===== config.mk =====
export PLATFORM = sky130hd
export DESIGN_NAME = log_event_buffer
export DESIGN_NICKNAME = d
export VERILOG_FILES = /design/src/rtl/log_event_buffer.sv
export SDC_FILE = /design/constraint.sdc
export NUM_CORES = 1
export LEC_CHECK = 0
export CORE_ASPECT_RATIO = 1.5
export CORE_MARGIN = 2
export CORE_UTILIZATION = 40
export DETAILED_ROUTE_END_ITERATION = 10
export PLACE_DENSITY_LB_ADDON = 0.1
export SLEW_MARGIN = 20
export SYNTH_ARGS = -nofsm -noshare
export SYNTH_HDL_FRONTEND = slang
export SYNTH_SLANG_ARGS = --single-unit
export TNS_END_PERCENT = 1

===== constraint.sdc =====
create_clock -name Clk_CI -period 4 [get_ports Clk_CI]
set_input_delay 1.2 -clock Clk_CI [delete_from_list [all_inputs] [get_ports Clk_CI]]
set_output_delay 1.2 -clock Clk_CI [all_outputs]
set_load 0.02 [all_outputs]

===== src/rtl/log_event_buffer.sv =====
// Event capture FIFO in front of a single-request logger: buffers events while
// the logger is busy, counts events lost to overflow and supports bulk flush.
module log_event_buffer #(
  parameter int LOG_DATA_BITW = 32,
  parameter int FIFO_DEPTH    = 8,
  parameter int DROP_CNT_BITW = 16
) (
  input  logic                     Clk_CI,
  input  logic                     Rst_RBI,
  input  logic                     EvtValid_SI,
  input  logic [LOG_DATA_BITW-1:0] EvtData_DI,
  input  logic                     EvtEn_SI,
  input  logic                     Flush_SI,
  input  logic                     LoggerReady_SI,
  output logic [LOG_DATA_BITW-1:0] LogData_DO,
  output logic                     LogTrigger_SO,
  output logic [DROP_CNT_BITW-1:0] DropCnt_DO,
  input  logic                     DropClr_SI,
  output logic                     Empty_SO,
  output logic                     Overflow_SO
);

  localparam int PTR_W = $clog2(FIFO_DEPTH);
  localparam int CNT_W = PTR_W + 1;

  typedef enum logic [1:0] {
    RUN,
    STALL,
    FLUSH
  } state_t;

  state_t             state;
  logic [PTR_W-1:0]   wr_ptr;
  logic [PTR_W-1:0]   rd_ptr;
  logic [CNT_W-1:0]   count;
  logic [LOG_DATA_BITW-1:0] mem [FIFO_DEPTH];

  logic evt;
  logic pop;
  logic discard;
  logic push;
  logic drop;

  // A flush request blocks pushes and pops in its own cycle as well, so an
  // event arriving together with the pulse is dropped and nothing is emitted.
  assign evt     = EvtValid_SI && EvtEn_SI;
  assign pop     = (state == RUN) && !Flush_SI && (count != '0) && LoggerReady_SI;
  assign discard = (state == FLUSH) && (count != '0);
  assign push    = evt && (state != FLUSH) && !Flush_SI
                   && ((count < CNT_W'(FIFO_DEPTH)) || pop);
  assign drop    = evt && !push;

  assign Empty_SO = (count == '0);

  // NOTE: the storage array has no reset; stale entries are unreachable once
  // the pointers and count are cleared, and leaving it out keeps it a RAM.
  always_ff @(posedge Clk_CI) begin
    if (push) mem[wr_ptr] <= EvtData_DI;
  end

  // NOTE: all state below uses non-blocking assignments so every register
  // sees the pre-edge values of the others, regardless of statement order.
  always_ff @(posedge Clk_CI or negedge Rst_RBI) begin
    if (!Rst_RBI) begin
      state         <= RUN;
      wr_ptr        <= '0;
      rd_ptr        <= '0;
      count         <= '0;
      LogTrigger_SO <= 1'b0;
      LogData_DO    <= '0;
      DropCnt_DO    <= '0;
      Overflow_SO   <= 1'b0;
    end else begin
      if (Flush_SI) begin
        state <= FLUSH;
      end else begin
        case (state)
          RUN:     state <= LoggerReady_SI ? RUN : STALL;
          STALL:   state <= LoggerReady_SI ? RUN : STALL;
          FLUSH:   state <= (count <= CNT_W'(1)) ? RUN : FLUSH;
          default: state <= RUN;
        endcase
      end

      if (push) wr_ptr <= wr_ptr + PTR_W'(1);
      if (pop || discard) rd_ptr <= rd_ptr + PTR_W'(1);

      if (push && !(pop || discard)) begin
        count <= count + CNT_W'(1);
      end else if (!push && (pop || discard)) begin
        count <= count - CNT_W'(1);
      end

      LogTrigger_SO <= pop;
      if (pop) LogData_DO <= mem[rd_ptr];

      if (DropClr_SI) begin
        DropCnt_DO  <= '0;
        Overflow_SO <= 1'b0;
      end else if (drop) begin
        if (DropCnt_DO != '1) DropCnt_DO <= DropCnt_DO + DROP_CNT_BITW'(1);
        Overflow_SO <= 1'b1;
      end
    end
  end

endmodule


==> run_results.csv <==
group,metric,value,unit
status,outcome,"finished clean",
timing,period_share,81.71,%
drt,num_vias,6129,
layout,fin_cells,1189,
drt,vias_per_cell,5.155,
cts,clkLatencyLatePin,0.56,ns
pwr,cellPowerDensity,626.2,nW/um^2
layout,final_nets,812,
flow_run,maxCapViolCount,0,
synth,syn_inst,644,
timing,period_needed,3.268,ns
placement,portBuffers,89,
drt,drc,0,
global_route,overflow,0,
timing,setup_viol,0,
timing,skew,0.01712,ns
synth,ys_seq_area_share,75.17,%
cts,cts.hold.buffers_added,0,
synth,synth_fp_nets,691,
placement,dp.cells,1133,
layout,num_antenna_cells,0,
cts,cts-root-buf,"clkbuf_16",
floorplanning,rows,78,
cts,cts_buffer_depth,3,
timing,final.setup.tns,0,ns
timing,tightest_slew,0.8901,ns
synth,yosysTopAreaCellShare,62.55,%
synth,ys_types,41,
critical_path,crit_type,"reg2out",
pwr,p_leak,5.089,nW
floorplanning,coreArea,30250,sq um
drt,wl,24.81,mm
floorplanning,die_area,32170,sq um
timing,rsz0062_at_grt,"false",
cts,h-tree-depth,1,
placement,pre_cts_ws,0.5235,ns
drt,first_iter_violations,362,
synth,syn_area_per_cell,19.08,sq um
cts,cts_made_buffers,30,
timing,fmax,306.0,MHz
critical_path,crit_arrival,2.07,ns
synth,synth_warnings,0,
critical_path,required,2.80,ns
synth,synth_top_area_cell,"edfxtp_1",
global_route,grt_max_degree,63,
layout,fillers,2501,
worst_hold_path,hp-class,"reg2reg",
global_route,grt_pass1_vias,6671,
timing,fin_ws,0.7318,ns
pwr,ir_drop,0.4376,mV
cts,clk_pin_slew,0.07,ns
cts,post-cts-setup-buffers,0,
pwr,power.total,0.009392,W
drt,postRouteAntennaNets,0,
timing,relSlewSlack,40.66,%
placement,hpwl,15.63,mm
drt,wl_per_cell,20.87,microns
global_route,grt_use_total,15.86,%
placement,place.gp.congestion,0.7921,
floorplanning,die_height,218.7,microns
synth,syn_area,12290,sq um
drt,first_pass_iters,5,
cts,cts.repair.resized,0,
global_route,grt_antenna_before_repair,0,
critical_path,crit_fanout,6,
layout,area_delta_synth_final,22.03,%
cts,clock-sinks,318,
critical_path,worstSetupEndpointType,"output port",
floorplanning,initial_core_util,40.62,%
floorplanning,floorplan.die.width,147.1,microns
synth,ys_ff_latch,318,
timing,timing_hold_violations_final,0,
timing,maxSlewViolCount,0,
global_route,grt_pass1_wl,39.19,mm
synth,yosys-top-cells-area,"edfxtp_1, dfrtp_1, mux4_2",
layout,drive_gt1_share,20.28,%
floorplanning,io_pins,90,
cts,cts_tree,"yes",
critical_path,cp-start-kind,"flip-flop",
-- sequential cells by signal, indices dropped and copies added, names as in the netlist --
signal         cells
Overflow_SO        1
LogData_DO        32
wr_ptr             3
state              2
count              4
rd_ptr             3
mem              256
DropCnt_DO        16
LogTrigger_SO      1
-- area by class of cell --
cell class | count | area, sq um | area share, %
clock buffer | 38 | 822.0 | 5.481
clock inverter | 18 | 173.9 | 1.160
inverter | 6 | 22.52 | 0.1502
multi-input combinational | 291 | 2978 | 19.85
sequential | 318 | 9245 | 61.64
tap | 400 | 500.5 | 3.337
timing repair buffer | 118 | 1256 | 8.376
-- Yosys cell counts (all sizes together) --
cell type and count:
a211o 1, or4 4, nor2b 5, xor2 7
nand3 6, nand2b 4, a2111oi 2, nand2 15
mux4 64, a21oi 41, o21ai 7, ha 8
o31ai 2, and3 3, inv 6, or3 5
nor3 6, nand4 3, and4 2, a311oi 1
nor4 1, and2 2, a211oi 2, nand4b 1
mux2 4, xnor2 6, nor2 54, clkbuf 17
edfxtp 256, or4b 1, mux2i 34, buf 12
dfrtp 62
-- worst max-delay path, stage by stage (launching register included) --
cell             delay, ns
dfrtp_1               0.44
inv_1                 0.11
ha_1                  0.13
and2_1                0.19
clkdlybuf4s50_1       0.64
-- layout by cell type (no fill, tap or decap), types with 4 or more instances in the layout --
master	n
nand2b_1	4
dfrtp_1	59
edfxtp_1	256
ha_1	8
mux2i_1	34
or3_1	5
clkbuf_16	31
buf_4	18
mux4_2	64
buf_12	12
clkdlybuf4s50_1	88
o21ai_1	4
nand3_1	5
a21oi_1	41
inv_1	6
clkbuf_1	5
nand2_1	15
nor2_1	48
xnor2_1	6
nor2_4	6
clkinv_2	8
nor2b_1	5
xor2_1	7
-- where the power goes --
part / internal [W] / total (W) / leakage (nW) / switching (W)
logic: 0.00126 / 0.00234 / 1.54 / 0.00108
registers: 0.00383 / 0.00420 / 3.06 / 0.000368
clock network: 0.00165 / 0.00285 / 0.489 / 0.00120
total: 0.00674 / 0.00939 / 5.09 / 0.00265
-- worst paths after layout --
path,start,endpoint,slack (ns),cells past startpoint
max in group asynchronous,Rst_RBI,rd_ptr[0],2.57,1
setup reg to reg,count[0],count[3],1.58,10
hold reg to reg,state[1],state[0],0.48,1
hold / removal,state[1],state[0],0.48,1
min in group asynchronous,Rst_RBI,DropCnt_DO[13],0.75,1
setup / recovery,count[0],Empty_SO,0.73,4
-- per-stage QoR --
step / hold slack, ns / utilization, % / cell area [sq um]
floorplan: 0.4412 / - / 12300
global placement: 0.4691 / 46.28 / 14000
detailed placement: 0.4789 / 46.28 / 14000
CTS: 0.4876 / 49.57 / 15000
global route: 0.5141 / 49.57 / 15000
finish: 0.4842 / 49.57 / 15000
-- cell families after synthesis --
kind of cell | synth area share, %
flops | 75.17
simple gates | 4.377
mux | 14.89
compound gates | 2.677
buf+inv | 1.140
xor+xnor | 0.9264
fa+ha+maj | 0.8144
-- per-layer routing --
layer	up-vias	track usage (%)	part of all wire, %
met5	-	0	0
met4	0	4.968	2.3
met3	43	2.255	4.0
met2	130	29.25	53
met1	3167	19.16	40
li1	2789	-	-
Note: power is estimated with default switching activity, not from simulation.
